$ cat src/rtl/sw_txn_arbiter.sv
// sw_txn_arbiter: round-robin arbiter that pops one frame at a time from NUM_SW_INST request FIFOs
// and issues it to the matching switch, holding it until that switch acknowledges.
// Ports:
//   clk, rst_n            clock, asynchronous active-low reset
//   empty_in              per-FIFO empty flags (1 = no frame)
//   frame_in              flattened FIFO heads, FIFO i at [i*FRAME_WIDTH +: FRAME_WIDTH]
//   ack_in                per-switch completion acknowledge
//   fifo_rd_en            one-hot pop strobe
//   sel_en                one-hot switch select, held while waiting for ack
//   wr_rd_s, addr,
//   wr_data, op_id        decoded fields of the issued frame
//   busy                  high whenever the FSM is not IDLE
//   timeout_err           one-cycle abort pulse
// Macro ARB_TIMEOUT_EN: when defined, WAIT_ACK aborts after TIMEOUT_CYCLES selected cycles without ack.
module sw_txn_arbiter #(
    parameter int NUM_SW_INST    = 5,
    parameter int W_WIDTH        = 8,
    parameter int FRAME_WIDTH    = 32,
    parameter int TIMEOUT_CYCLES = 16
) (
    input  logic                               clk,
    input  logic                               rst_n,
    input  logic [NUM_SW_INST-1:0]             empty_in,
    input  logic [NUM_SW_INST*FRAME_WIDTH-1:0] frame_in,
    input  logic [NUM_SW_INST-1:0]             ack_in,
    output logic [NUM_SW_INST-1:0]             fifo_rd_en,
    output logic [NUM_SW_INST-1:0]             sel_en,
    output logic                               wr_rd_s,
    output logic [W_WIDTH-1:0]                 addr,
    output logic [W_WIDTH-1:0]                 wr_data,
    output logic [7:0]                         op_id,
    output logic                               busy,
    output logic                               timeout_err
);
    localparam int IW = NUM_SW_INST > 1 ? $clog2(NUM_SW_INST) : 1;

    typedef enum logic [1:0] {IDLE, POP, LOAD, WAIT_ACK} state_t;

    state_t                 state, state_nxt;
    logic [IW-1:0]          grant, grant_nxt, last_grant, last_nxt, rr_idx;
    logic                   rr_hit, ack_hit, expire, done, load;
    logic [NUM_SW_INST-1:0] grant_oh, rd_en_nxt, sel_nxt;
    logic [FRAME_WIDTH-1:0] frame_sel;
    logic                   unused_frame;

    assign grant_oh     = NUM_SW_INST'(1) << grant;
    assign frame_sel    = frame_in[int'(grant)*FRAME_WIDTH +: FRAME_WIDTH];
    assign unused_frame = ^frame_sel;
    // Only an ack from the switch currently selected can complete the transaction.
    assign ack_hit      = |(ack_in & sel_en);
    assign done         = ack_hit | expire;

`ifdef ARB_TIMEOUT_EN
    localparam int TW = $clog2(TIMEOUT_CYCLES + 1);
    logic [TW-1:0] tcnt;
    // Ack on the expiry cycle wins, so expire is masked by ack_hit.
    assign expire = (sel_en != '0) && !ack_hit && (tcnt == TW'(TIMEOUT_CYCLES - 1));
    always_ff @(posedge clk or negedge rst_n) begin
        if (!rst_n)
            tcnt <= '0;
        else
            tcnt <= (sel_en != '0 && !done) ? tcnt + 1'b1 : '0;
    end
`else
    assign expire = 1'b0;
`endif

    // Round-robin search from last_grant+1 with wrap; descending loop so the nearest index wins.
    always_comb begin
        rr_idx = '0;
        rr_hit = 1'b0;
        for (int i = NUM_SW_INST; i >= 1; i--) begin
            if (!empty_in[(int'(last_grant) + i) % NUM_SW_INST]) begin
                rr_idx = IW'((int'(last_grant) + i) % NUM_SW_INST);
                rr_hit = 1'b1;
            end
        end
    end

    always_ff @(posedge clk or negedge rst_n) begin
        if (!rst_n) begin
            state       <= IDLE;
            grant       <= '0;
            last_grant  <= IW'(NUM_SW_INST - 1);
            fifo_rd_en  <= '0;
            sel_en      <= '0;
            wr_rd_s     <= 1'b0;
            addr        <= '0;
            wr_data     <= '0;
            op_id       <= '0;
            timeout_err <= 1'b0;
        end else begin
            state       <= state_nxt;
            grant       <= grant_nxt;
            last_grant  <= last_nxt;
            fifo_rd_en  <= rd_en_nxt;
            sel_en      <= sel_nxt;
            timeout_err <= expire;
            if (load) begin
                wr_data <= W_WIDTH'(frame_sel[7:0]);
                addr    <= W_WIDTH'(frame_sel[15:8]);
                op_id   <= frame_sel[23:16];
                wr_rd_s <= frame_sel[24];
            end
        end
    end

    always_comb begin
        state_nxt = state;
        grant_nxt = grant;
        last_nxt  = last_grant;
        case (state)
            IDLE: begin
                state_nxt = rr_hit ? POP : IDLE;
                grant_nxt = rr_hit ? rr_idx : grant;
            end
            POP:  state_nxt = LOAD;
            LOAD: state_nxt = WAIT_ACK;
            WAIT_ACK: begin
                state_nxt = done ? IDLE : WAIT_ACK;
                last_nxt  = done ? grant : last_grant;
            end
            default: state_nxt = IDLE;
        endcase
    end

    // Outputs are registered from the current state, so each appears one cycle after its state:
    // pop strobe in the cycle after POP, frame fields after LOAD, select after the first WAIT_ACK cycle.
    always_comb begin
        rd_en_nxt = (state == POP) ? grant_oh : '0;
        sel_nxt   = (state == WAIT_ACK && !done) ? grant_oh : '0;
        load      = (state == LOAD);
        busy      = (state != IDLE);
    end
endmodule
$ cat config.mk
export PLATFORM = sky130hd
export DESIGN_NAME = sw_txn_arbiter
export DESIGN_NICKNAME = d
export VERILOG_FILES = /design/src/rtl/sw_txn_arbiter.sv
export SDC_FILE = /design/constraint.sdc
export NUM_CORES = 1
export LEC_CHECK = 0
export CAP_MARGIN = 5
export CORE_MARGIN = 4
export CORE_UTILIZATION = 35
export CTS_CLUSTER_SIZE = 40
export DETAILED_ROUTE_END_ITERATION = 12
export PLACE_DENSITY = 0.77
export SKIP_CTS_REPAIR_TIMING = 1
export SLEW_MARGIN = 20
export SYNTH_ARGS = -nofsm -noshare
export SYNTH_HDL_FRONTEND = slang
export SYNTH_SLANG_ARGS = --single-unit
$ cat constraint.sdc
create_clock -name clk -period 4.8 [get_ports clk]
set_clock_uncertainty 0.2 [all_clocks]
set_input_delay 1.2 -clock clk [delete_from_list [all_inputs] [get_ports clk]]
set_output_delay 1.2 -clock clk [all_outputs]
set_load 0.01 [all_outputs]
==> results of run 1 <==
[cell type report]
class	count	area share, %
well taps	143	2.83
flip-flops and latches	43	17.1
inverters	27	1.64
multi-input cells	361	46.3
clock inverters	3	0.415
clock buffers	5	1.98
repair buffers	193	29.6
diodes	3	0.119
[routing by layer]
metal / track usage [%] / vias up / routed length, um
li1: - / 2079 / -
met1: 27.5 / 2153 / 6280
met2: 37.4 / 233 / 7600
met3: 4.81 / 22 / 1190
met4: 6.74 / 0 / 426
met5: 0 / - / 0
[per-stage QoR]
| stage | cells | total power [mW] |
|---|---|---|
| after floorplan | 463 | 2.94 |
| after global placement | 767 | 3.86 |
| after detailed placement | 767 | 3.98 |
| after CTS | 775 | 4.34 |
| after global routing | 778 | 4.77 |
| final | 778 | 4.39 |
[state kept, by name, indices dropped and copies added, names as in the netlist]
signal / flops
wr_rd_s: 1
last_grant: 3
state: 2
op_id: 8
grant: 3
sel_en: 5
wr_data: 8
fifo_rd_en: 5
addr: 8
[placed cells by master (no fill, tap or decap), drive strengths merged, types with 9 or more instances in the layout]
cell type,n
nand2b,9
ha,26
inv,28
mux4,26
clkdlybuf4s50,171
nand2,62
mux2i,9
nor3,9
nor2,24
a22oi,27
buf,22
a21oi,12
dfrtp,42
o21ai,44
[worst min-delay path: stages (launching register included)]
cell     delay [ps]
dfrtp_1         340
nand2_1          40
o21ai_0          60
[kinds of logic (layout without fill, tap and decap cells)]
logic type	count (synthesis)	after routing
flip-flops	43	43
XOR/XNOR	6	6
AND/OR/NAND/NOR	145	145
AO/OA/AOI/OAI	145	145
adder cells (fa/ha/maj)	27	27
multiplexers	37	37
other	1	4
buffers and inverters	59	228
[power by group through the flow]
stage | combinational [mW] | clock, mW | sequential [mW]
after floorplan | 2.29 | 0 | 0.652
after global placement | 3.15 | 0 | 0.707
after detailed placement | 3.26 | 0 | 0.717
after CTS | 3.28 | 0.352 | 0.712
after global routing | 3.65 | 0.369 | 0.746
final | 3.33 | 0.346 | 0.710
[worst max-delay path by stage]
stage                       start        to
floorplan           last_grant[0]  grant[0]
global route        last_grant[2]  grant[0]
CTS                 last_grant[0]  grant[0]
global placement    last_grant[2]  grant[0]
detailed placement  last_grant[0]  grant[0]
finish              last_grant[2]  grant[0]
==> results.ini, run 1 <==
[run_status]
status = finished, final reports clean

[synthesis]
yosys.area_share.simple_pct = 17.0
synth.avg_cell_area_um2 = 9.10
synth_enable_flop_cells = 0
postSynthCellCount = 463
ys_seq_area_share_pct = 25.6
synthXorXnorAreaFrac_pct = 1.25
synthMuxAreaShare_pct = 16.7
syn-cell-area_um2 = 4210
yosys_warnings = 0
ys_async_sr_fraction_pct = 100
netlist_top_cells_area = dfrtp_1, mux4_2, ha_1
synth_compound_area_share_pct = 25.5
synth_ff_type = dfrtp_1
ys_top_cells_by_count = nand2_1, dfrtp_1, o21ai_0
synth-seq-cells = 43
synth_top_family_by_area = compound AO/OA/AOI/OAI gates
synth_top_area_share_pct = 25.0
syn-num-nets = 662
synth.distinct_cells = 83
synth_largest_area_cell = dfrtp_1
synth.most_common_cell = nand2_1
synth-adder-area-share_pct = 8.20

[timing]
tightestPinTransition_ps = 1000
setup_slack_ps = 282
whs_ps = 280
finalHoldViolCount = 0
rsz0062_at_grt = false
finalSetupViolCount = 0
period_share_pct = 94.1
fmax_mhz = 221
drv_slew = 0
period_needed_ps = 4520
finalSetupTns_ps = 0
slew_headroom_pct = 33.2

[power_and_ir_drop]
sequentialPowerShare_pct = 16.2
internal_power_mw = 2.29
netSwitchingPower_mw = 2.10
power_frac_comb_pct = 75.9
ir_worst_vdd_mv = 0.416
netSwitchingFraction_pct = 47.8
leakagePower_nw = 2.59
powerDensity_nw_per_um2 = 693
pwr-share-clk_pct = 7.9

[clock_tree]
clk_latency_ps = 280
htreeDepth = 2
cts_max_path_buffers = 2
path_clk_slew_ps = 70
cts_buffers = 5
clock-sinks = 43
cts_tree = built
cts_root_buf = clkbuf_16

[cells_and_area]
syn_to_final_growth_pct = 50.3
drive_gt1_share_pct = 14.2
fin_nets = 830
multiInputGateArea_um2 = 2930
final_core_util_pct = 54.5
final_cell_area_um2 = 6330
fillers = 1046
seq_area_um2 = 1080

[setup_path]
crit_top_cell = ha_1
ff2ff_setup_slack_ps = 280
critPathArrivalTime_ps = 4480
max_stage_delay_ps = 730
cp.required_ps = 4760
cp_slowest_cell = dfstp_4
cp_max_fo = 15
crit_buf_inv = 3
r2r_cells = 16
crit_cells = 16
crit_type = reg -> reg
worst_setup_path_start_kind = flop
cp_cell_sequence = inv_1 -> ha_1 -> ha_1 -> or2_4 -> ha_1 -> or4b_1 -> o311ai_1 -> a21boi_4 -> mux2i_1 -> buf_4 -> mux2_4 -> nor2b_4 -> o41ai_4 -> buf_4 -> and2b_1 -> a21oi_2
critical_path.top_delay_family = simple AND/OR/NAND/NOR gates
reg2reg_to = grant[0]
endpoint_kind = flop
worstReg2RegStart = last_grant[2]

[flow_run]
maxCapViolations = 0

[floorplanning]
die_h_um = 118
ios = 209
core_um2 = 11600
rows = 39
start_util_pct = 36.3
die_area_um2 = 13900
fp.dieW_um = 118

[drt]
routed_wl_mm = 15.5
dr.pass1.iters = 5
num_vias = 4487
drt_iter0_drc = 365
drcViolationCount = 0
via_per_inst = 5.77
ant_nets = 0
post_drt_wl_per_cell_um = 19.9

[global_route]
grt_overflow = 0
grt_pass1_wl_mm = 24.6
track_usage_pct = 21.9
antenna_found_initial = 3
grt_pass1_vias = 4426
grt_max_degree = 51

[hold_path]
worstHoldPathCells = 2
hold_path_class = reg -> reg
holdPathEnd = wr_data[3]
hold_start = wr_data[3]

[place]
hpwl_mm = 12.4
place_congestion = 0.971
dpl_cell_area_um2 = 6150
io_buffers = 172
dp_slack_ps = 191

(Power assumes the default switching activity.)
==> inputs of run 2 (changes only) <==
--- a/config.mk
+++ b/config.mk
@@ -8,6 +8,7 @@
 export CAP_MARGIN = 5
 export CORE_MARGIN = 4
 export CORE_UTILIZATION = 35
+export CTS_CLUSTER_DIAMETER = 40
 export CTS_CLUSTER_SIZE = 40
 export DETAILED_ROUTE_END_ITERATION = 12
 export PLACE_DENSITY = 0.77
==> results of run 2 <==
Same layout as run 1: the final DEF is identical, and so are final timing and power.
